## src/rtl/count_min_hour.sv

```systemverilog
// count_min_hour: minute/hour timekeeping for a digital clock with a set mode.
//
// The counter runs in RUN mode, where each pulse_min tick advances the
// minute and, on wrap, the hour. btn_mode steps through the set modes, and
// btn_inc adjusts the selected field. Leaving SET_H asks the seconds
// counter to clear so the adjusted time starts on a minute boundary.
//
// State table:
//   state    | meaning
//   RUN   00 | time advances on pulse_min, btn_inc ignored
//   SET_M 01 | time frozen, btn_inc rise bumps minutes (no carry)
//   SET_H 10 | time frozen, btn_inc rise bumps hours
//   ---   11 | unreachable; recovers to RUN on the next edge
//
// Ports:
//   clk        in   single clock, rising edge
//   rst        in   synchronous active-high reset
//   pulse_min  in   one-clk minute tick
//   btn_mode   in   debounced mode-button level
//   btn_inc    in   debounced increment-button level
//   cnt_m      out  current minute, 0..MIN_MOD-1
//   cnt_h      out  current hour, 0..HOUR_MOD-1
//   mode       out  current state encoding (see table)
//   pulse_day  out  one-cycle tick when 00:00 is first presented after a day rollover
//   sec_clr    out  one-cycle seconds-clear request on the SET_H -> RUN transition
module count_min_hour #(
    parameter int MIN_MOD  = 60,
    parameter int HOUR_MOD = 24
) (
    input  logic       clk,
    input  logic       rst,
    input  logic       pulse_min,
    input  logic       btn_mode,
    input  logic       btn_inc,
    output logic [5:0] cnt_m,
    output logic [4:0] cnt_h,
    output logic [1:0] mode,
    output logic       pulse_day,
    output logic       sec_clr
);

    typedef enum logic [1:0] {
        ST_RUN   = 2'b00,
        ST_SET_M = 2'b01,
        ST_SET_H = 2'b10,
        ST_ILL   = 2'b11
    } state_t;

    state_t     state_q, state_d;
    logic [5:0] cnt_m_q, cnt_m_d;
    logic [4:0] cnt_h_q, cnt_h_d;
    logic       pulse_day_q, pulse_day_d;
    logic       sec_clr_q, sec_clr_d;
    logic       mode_prev_q, mode_prev_d;
    logic       inc_prev_q, inc_prev_d;

    logic       mode_rise;
    logic       inc_rise;
    logic       m_last;
    logic       h_last;

    assign mode_rise = btn_mode & ~mode_prev_q;
    assign inc_rise  = btn_inc & ~inc_prev_q;
    assign m_last    = (cnt_m_q == 6'(MIN_MOD - 1));
    assign h_last    = (cnt_h_q == 5'(HOUR_MOD - 1));

    always_comb begin
        state_d     = state_q;
        cnt_m_d     = cnt_m_q;
        cnt_h_d     = cnt_h_q;
        pulse_day_d = 1'b0;
        sec_clr_d   = 1'b0;
        mode_prev_d = btn_mode;
        inc_prev_d  = btn_inc;

        case (state_q)
            ST_RUN: begin
                // Counting and a mode change may happen on the same edge.
                if (pulse_min) begin
                    if (m_last) begin
                        cnt_m_d = '0;
                        if (h_last) begin
                            cnt_h_d     = '0;
                            pulse_day_d = 1'b1;
                        end else begin
                            cnt_h_d = cnt_h_q + 5'd1;
                        end
                    end else begin
                        cnt_m_d = cnt_m_q + 6'd1;
                    end
                end
                if (mode_rise) begin
                    state_d = ST_SET_M;
                end
            end
            ST_SET_M: begin
                // A mode rise wins over a simultaneous increment rise.
                if (mode_rise) begin
                    state_d = ST_SET_H;
                end else if (inc_rise) begin
                    cnt_m_d = m_last ? 6'd0 : cnt_m_q + 6'd1;
                end
            end
            ST_SET_H: begin
                if (mode_rise) begin
                    state_d   = ST_RUN;
                    sec_clr_d = 1'b1;
                end else if (inc_rise) begin
                    cnt_h_d = h_last ? 5'd0 : cnt_h_q + 5'd1;
                end
            end
            default: begin
                state_d = ST_RUN;
            end
        endcase
    end

    always_ff @(posedge clk) begin
        if (rst) begin
            state_q     <= ST_RUN;
            cnt_m_q     <= '0;
            cnt_h_q     <= '0;
            pulse_day_q <= 1'b0;
            sec_clr_q   <= 1'b0;
            // Load live levels so a button held through reset is not seen as a rise.
            mode_prev_q <= btn_mode;
            inc_prev_q  <= btn_inc;
        end else begin
            state_q     <= state_d;
            cnt_m_q     <= cnt_m_d;
            cnt_h_q     <= cnt_h_d;
            pulse_day_q <= pulse_day_d;
            sec_clr_q   <= sec_clr_d;
            mode_prev_q <= mode_prev_d;
            inc_prev_q  <= inc_prev_d;
        end
    end

    assign cnt_m     = cnt_m_q;
    assign cnt_h     = cnt_h_q;
    assign mode      = state_q;
    assign pulse_day = pulse_day_q;
    assign sec_clr   = sec_clr_q;

endmodule
```

## config.mk

```make
export PLATFORM = sky130hd
export DESIGN_NAME = count_min_hour
export DESIGN_NICKNAME = d
export VERILOG_FILES = /design/src/rtl/count_min_hour.sv
export SDC_FILE = /design/constraint.sdc
export NUM_CORES = 1
export LEC_CHECK = 0
export CORE_MARGIN = 8
export CORE_UTILIZATION = 51
export DETAILED_ROUTE_END_ITERATION = 12
export GPL_TIMING_DRIVEN = 0
export MAX_ROUTING_LAYER = met4
export PLACE_DENSITY = 0.82
export RECOVER_POWER = 100
export SLEW_MARGIN = 20
export SYNTH_ARGS = -nofsm -noshare
export SYNTH_HDL_FRONTEND = slang
export SYNTH_SLANG_ARGS = --single-unit
export TNS_END_PERCENT = 10
```

## constraint.sdc

```tcl
create_clock -name clk -period 4 [get_ports clk]
set_input_delay 0.8 -clock clk [delete_from_list [all_inputs] [get_ports clk]]
set_output_delay 0.8 -clock clk [all_outputs]
set_load 0.005 [all_outputs]
```

After elaboration in Yosys (flattened, before gate mapping)
Index checks and enable logic that the tools add are counted.

Add/subtract/negate cells: 2. Equality and inequality tests: 13. Multiplexer cells: 17. Bitwise logic cells: 8. Reductions and logical operators: 8.

Operators with widths (number): two-way mux 5 bit (5); two-way mux 6 bit (4); != test 2 bit, second input constant (9); case mux 6 bit (2 select lines) (1); case mux 5 bit (2 select lines) (1); adder 6 x 1 -> 6 bit, second input constant (1); == test 6 bit, second input constant (1); two-way mux 2 bit (3); NOT 1 bit (6); case mux 2 bit (3 select lines) (1); adder 5 x 1 -> 5 bit, second input constant (1); == test 5 bit, second input constant (1); AND reduction 5 bit (1); AND reduction 4 bit (1); nonzero test 2 bit (2); OR reduction 4 bit (1); AND reduction 3 bit (1); AND 1 bit (2); == test 2 x 1 -> 1 bit, second input constant (1); == test 2 bit, second input constant (1); zero test 2 bit (1); two-way mux 1 bit (2); OR reduction 2 bit (1).

Bits in registers: 17. Bits of input ports: 5. Output and inout bits: 15. Logic and storage cells: 55.

Longest topological paths before layout
Gate-level depths: netlist of the first run.

Depth after elaboration: 5. Mapped depth: 6. Mapped depth without buffers: 5.

Worst setup path before layout of the first run
No wires, ideal clock.

Path kind: input-to-reg. From: in btn_inc. To: reg cnt_m_q[0] (netlist: cnt_m[0]). Library setup time: 0.071 ns. Data arrival time: 1.719 ns. Data required time: 3.929 ns. Path slack: 2.210 ns. Cell stages on the path: 5. Path buffers: 1. Cell sequence: nor2b_1 a32oi_1 buf_2 or3_2 a21oi_1.

Longest elaborated chain between the ends: 3.

Ends and longest elaborated chain: start, declared (RTL line 34) `input logic btn_inc,`; AND 1 bit (RTL line 63) `assign inc_rise = btn_inc & ~inc_prev_q;`; != test 2 bit (no line); AND reduction 4 bit (no line); end signal, assigned (RTL line 130) `cnt_m_q <= cnt_m_d;`; end, declared (RTL line 50) `logic [5:0] cnt_m_q, cnt_m_d;`.

No other way between the ends. A chain may end at the register's enable or synchronous reset.

Final worst setup path of the first run
Ends and elaborated chain as after synthesis.

==> impl_metrics.env, run 1 <==
export IMPL_status="complete, no violations"
export IMPL_htree_levels=1
export IMPL_crit_start="btn_inc"
export IMPL_drc=0
export IMPL_num_vias=748
export IMPL_cts_buffers_inserted=3
export IMPL_grt_use_met1=0.128
export IMPL_finalNonFillerCells=130
export IMPL_synth_cell_types=35
export IMPL_rows=14
export IMPL_critical_path_class="in2reg"
export IMPL_grt_max_degree=11
export IMPL_gp_congestion=0.870
export IMPL_cts_sinks=17
export IMPL_n_antenna_cell=0
export IMPL_tightest_slew_ps=445
export IMPL_drt_wl_total_um=1860
export IMPL_postCtsSetupBuffers=0
export IMPL_ys_warn_count=0
export IMPL_max_freq_ghz=0.452
export IMPL_areaGrowthSynthToFinish_pct=28.0
export IMPL_async_reset_ff_frac=0
export IMPL_num_nets_final=122
export IMPL_skew_ps=1.08
export IMPL_cts_tree="done"
export IMPL_period_share=0.553
export IMPL_seqCellArea_um2=340
export IMPL_syn_instance_count=91
export IMPL_grt_pass1_vias=671
export IMPL_maxCapViolCount=0
export IMPL_start_kind="input pin"
export IMPL_drtIter0Drc=10
export IMPL_synth_top_area_share=0.411
export IMPL_multi_input_area_um2=462
export IMPL_drive_above_1_share=0.0877
export IMPL_r2r_start="cnt_m[0]"
export IMPL_hold_buffers=0
export IMPL_mappedNetlistArea_um2=827
export IMPL_grt_util_met2=0.189
export IMPL_min_period_ps=2210
export IMPL_cp_required_ps=4220
export IMPL_cts_clk_slew_worst_paths_ps=90
export IMPL_finalSetupViolations=0
export IMPL_ant_nets=0
export IMPL_cp_end_kind="register"
export IMPL_synth_area_leader_cell="dfxtp_1"
export IMPL_die_w_um=56.3
export IMPL_gr_usage_met3=0.0404
export IMPL_p_leak_nw=0.411
export IMPL_antenna_found_initial=0
export IMPL_hp_start="cnt_m[0]"
export IMPL_tns_ps=0
export IMPL_grt_busiest_layer="met2"
export IMPL_slew_viol_final=0
export IMPL_hold_path_class="reg2reg"
export IMPL_start_util=0.549
export IMPL_numPortBuffers=19
export IMPL_first_pass_iters=4
export IMPL_yosysSeqAreaShare=0.411
export IMPL_powerDensity_nw_per_um2=286
export IMPL_grt_overflow=0
export IMPL_hold_viol=0
export IMPL_cts_resized=0
export IMPL_grt_pass1_wl_um=2980
export IMPL_wire_per_inst_um=14.3
export IMPL_clk_latency_ps=280
export IMPL_filler_cell_count=134
export IMPL_timing_slew_headroom=0.703
export IMPL_vias_per_cell=5.75
export IMPL_cts_buffer_depth=2
export IMPL_synth_edf_count=0
export IMPL_die_h_um=56.3
export IMPL_synth_seq_cells=17
export IMPL_clock_root_buffer="clkbuf_4"
export IMPL_rsz0062_at_grt="false"
export IMPL_core_area_um2=1510
export IMPL_critical_path_arrival_ps=2430
export IMPL_avgSynthCellArea_um2=9.09
export IMPL_ir_drop_mv=0.202
export IMPL_placedCellCount=126
export IMPL_synth_ff_type="dfxtp_1"
export IMPL_ys_top_cells_by_area="dfxtp_1, nand2b_1, a21oi_1"
export IMPL_ios=20
export IMPL_path_max_fanout=10
export IMPL_grt_total_usage=0.117
export IMPL_synthesis_nets=98
export IMPL_dp_hpwl_um=1400
export IMPL_dieArea_um2=3170
[worst max-delay path: stages]
cell and delay (ps):
dlygate4sd3_1 530, nor2b_1 170, a32oi_1 130, clkbuf_1 220, or3_2 450, a21oi_1 130
[power breakdown]
| group | switching [mW] | internal [mW] |
|---|---|---|
| sequential | 0.00377 | 0.174 |
| clock | 0.0509 | 0.0387 |
| combinational | 0.0177 | 0.0178 |
[cells by family after synthesis]
family,synth area share
adder cells (fa/ha/maj),0.0303
AO/OA/AOI/OAI,0.153
flip-flops,0.412
AND/OR/NAND/NOR,0.306
buffers and inverters,0.0257
multiplexers,0.0635
XOR/XNOR,0.0106
[path summary, 6_finish.rpt]
path | slack (ps) | end | cells after the start
min | 510 | cnt_m[0] | 2
max | 1790 | cnt_m[0] | 6
min reg2reg | 510 | cnt_m[0] | 2
max reg2reg | 2180 | cnt_h[0] | 5
[metal layers]
metal	up-vias	part of all wire
li1	379	-
met1	346	0.46
met2	21	0.49
met3	2	0.049
met4	0	0.0054
met5	-	0
[registers in the layout, indices dropped and copies added, names as in the netlist]
register     cells
mode_prev_q      1
cnt_h            5
sec_clr          1
pulse_day        1
inc_prev_q       1
mode             2
cnt_m            6
[cells in the mapped netlist (2+ instances only)]
cell type and n:
nor2_1 7, dfxtp_1 17, mux2_2 2, or3_1 2, nand2b_1 6, nor2b_1 5, nor3_1 2, o21ai_0 4
nand4b_1 2, mux2i_1 3, nand3_1 3, buf_2 2, nor4b_1 2, clkbuf_1 2, ha_1 2, a21oi_1 7
nand2_1 4, or4_1 2
[layout make-up]
| type | instances | area share |
|---|---|---|
| Inverter | 1 | 0.00355 |
| Tap cell | 16 | 0.0189 |
| Clock buffer | 4 | 0.0248 |
| Multi-Input combinational cell | 69 | 0.436 |
| Sequential cell | 17 | 0.322 |
| Timing Repair Buffer | 19 | 0.180 |
| Buffer | 4 | 0.0154 |
[stage by stage]
step / hold WS (ps) / power, mW / setup WS [ps] / util / area [um^2]
finish: 509 / 0.303 / 1790 / 0.703 / 1060
global route: 526 / 0.320 / 1690 / 0.703 / 1060
global placement: 490 / 0.218 / 1640 / 0.689 / 1040
CTS: 512 / 0.309 / 1880 / 0.706 / 1060
detailed placement: 498 / 0.220 / 1630 / 0.689 / 1040
floorplan: 486 / 0.203 / 2210 / - / 827
[cells in the final DEF (no fill, tap or decap), types with 3 or more instances in the layout]
| cell | instances |
|---|---|
| dlygate4sd3_1 | 18 |
| dfxtp_1 | 17 |
| a21oi_1 | 8 |
| nor2_1 | 7 |
| nand2b_1 | 6 |
| nor2b_1 | 5 |
| clkbuf_1 | 4 |
| o21ai_0 | 4 |
| nand2_1 | 4 |
| nand3_1 | 3 |
| mux2i_1 | 3 |
| clkbuf_4 | 3 |
Power figures use the tool's default switching activity.
==> run 2: changes to the inputs <==
Settings changed: CORE_UTILIZATION 51 to 42, PLACE_DENSITY 0.82 to 0.72.
Clock period 4 ns to 1.8 ns, I/O delays scaled along.
==> run 2 against run 1 <==
  * Cell count rose by 10%
  * Sequential share of layout area is 1.1 points lower
  * Clock skew is 0.73 ps higher
  * Cell area is 3.4% higher
  * Combinational power rose by 130%
  * Wire length down 4.3%
  * Non-clock buffer count up 2
  * Critical path type unchanged
  * Critical endpoint unchanged
  * Largest cell class unchanged
  * Highest routed layer unchanged
==> impl_metrics.env, run 2 (same netlist as run 1, synthesis figures left out) <==
export IMPL_hold_path_class="reg2reg"
export IMPL_skew_ps=1.81
export IMPL_grt_pass1_wl_um=3030
export IMPL_cts_buffer_depth=2
export IMPL_gp_congestion=0.798
export IMPL_switchingPower_mw=0.166
export IMPL_status="complete, no violations"
export IMPL_areaGrowthSynthToFinish_pct=32.4
export IMPL_cp_end_kind="register"
export IMPL_wire_per_inst_um=12.4
export IMPL_switching_share=0.244
export IMPL_p_leak_nw=0.410
export IMPL_filler_cell_count=182
export IMPL_start_kind="input pin"
export IMPL_numPortBuffers=19
export IMPL_dp_hpwl_um=1330
export IMPL_finalSetupViolations=0
export IMPL_cts_sinks=17
export IMPL_path_max_fanout=10
export IMPL_placedCellCount=137
export IMPL_final_cell_mix="dfxtp_1, dlygate4sd3_1, nor2_1, a21oi_1, nand2b_1"
export IMPL_p_clk_frac=0.301
export IMPL_critical_path_class="in2reg"
export IMPL_finalNonFillerCells=143
export IMPL_drc=0
export IMPL_powerDensity_nw_per_um2=621
export IMPL_die_w_um=60.4
export IMPL_seq_power_share=0.581
export IMPL_tightest_slew_ps=432
export IMPL_htree_levels=1
export IMPL_fin_total_pwr_mw=0.679
export IMPL_hold_buffers=0
export IMPL_grt_pass1_vias=698
export IMPL_core_area_um2=1900
export IMPL_combPwrFrac=0.118
export IMPL_ir_drop_mv=0.533
export IMPL_grt_overflow=0
export IMPL_period_share=0.948
export IMPL_cts_tree="done"
export IMPL_grt_total_usage=0.111
export IMPL_final_common_cell="dfxtp_1"
export IMPL_tns_ps=0
export IMPL_hold_slack_ps=511
export IMPL_drive_above_1_share=0.129
export IMPL_ios=20
export IMPL_slew_viol_final=0
export IMPL_n_antenna_cell=0
export IMPL_rows=16
export IMPL_drtIter0Drc=17
export IMPL_drt_wl_total_um=1780
export IMPL_cts_clk_slew_worst_paths_ps=90
export IMPL_antenna_found_initial=0
export IMPL_cp_required_ps=2030
export IMPL_dieArea_um2=3650
export IMPL_die_h_um=60.4
export IMPL_vias_per_cell=5.22
export IMPL_first_pass_iters=4
export IMPL_critical_path_arrival_ps=1930
export IMPL_clock_root_buffer="clkbuf_4"
export IMPL_cts_buffers_inserted=3
export IMPL_num_vias=746
export IMPL_ant_nets=0
export IMPL_grt_max_degree=11
export IMPL_maxCapViolCount=0
export IMPL_clk_latency_ps=290
export IMPL_intPower_mw=0.514
export IMPL_timing_slew_headroom=0.712
export IMPL_start_util=0.435
export IMPL_hold_viol=0
export IMPL_rsz0062_at_grt="false"
export IMPL_num_nets_final=124
export IMPL_largest_register_ffs=6
export IMPL_max_freq_ghz=0.586
export IMPL_min_period_ps=1710
-- run 2: repair_timing --
action	in CTS	in global routing
gates resized for setup	0	1
pin swaps	1	1
endpoints found under the hold margin	0	0
setup endpoints to repair	2	3
buffers inserted	1	1
-- run 2: final timing paths --
kind	slack, ps	start	endpoint	cells after the start
max	90	btn_inc	cnt_m[0]	6
min	510	cnt_m[0]	cnt_m[0]	2
min reg2reg	510	cnt_m[0]	cnt_m[0]	2
max reg2reg	100	cnt_m[0]	cnt_h[0]	5
-- run 2: area by class of cell --
class / count / area [um^2] / area share
plain buffers: 4 / 17.5 / 0.0160
clock buffers: 4 / 26.3 / 0.0240
inverters: 1 / 3.75 / 0.00343
multi-input cells: 69 / 468 / 0.427
flip-flops and latches: 17 / 340 / 0.311
well taps: 27 / 33.8 / 0.0309
repair buffers: 21 / 205 / 0.187
-- run 2: metrics by stage --
| stage | setup slack [ps] | cell area (um^2) | utilization |
|---|---|---|---|
| floorplan | 147 | 827 | - |
| global placement | -116 | 1050 | 0.553 |
| detailed placement | -136 | 1050 | 0.553 |
| CTS | 28.1 | 1080 | 0.570 |
| global route | 7.89 | 1090 | 0.576 |
| finish | 93.3 | 1090 | 0.576 |
-- run 2: worst max-delay path: stages --
cell	delay (ps)
dlygate4sd3_1	530
nor2b_1	170
a32oi_1	130
buf_2	190
or3_2	420
a21oi_1	130
-- run 2: power by group through the flow --
| stage | Combinational [mW] | Clock (mW) | Sequential (mW) |
|---|---|---|---|
| after CTS | 0.0848 | 0.216 | 0.395 |
| final | 0.0804 | 0.204 | 0.394 |
| after detailed placement | 0.0843 | 0 | 0.403 |
| after floorplan | 0.0476 | 0 | 0.403 |
| after global placement | 0.0817 | 0 | 0.403 |
| after global routing | 0.0902 | 0.233 | 0.396 |
-- run 2: metal layers --
layer  routed length (um)  GRT usage  vias to the layer above
met4                   40     0.0612                        0
met5                    0          -                        -
met1                  804      0.125                      348
met3                   82     0.0254                        4
li1                     -          -                      380
met2                  849      0.175                       14
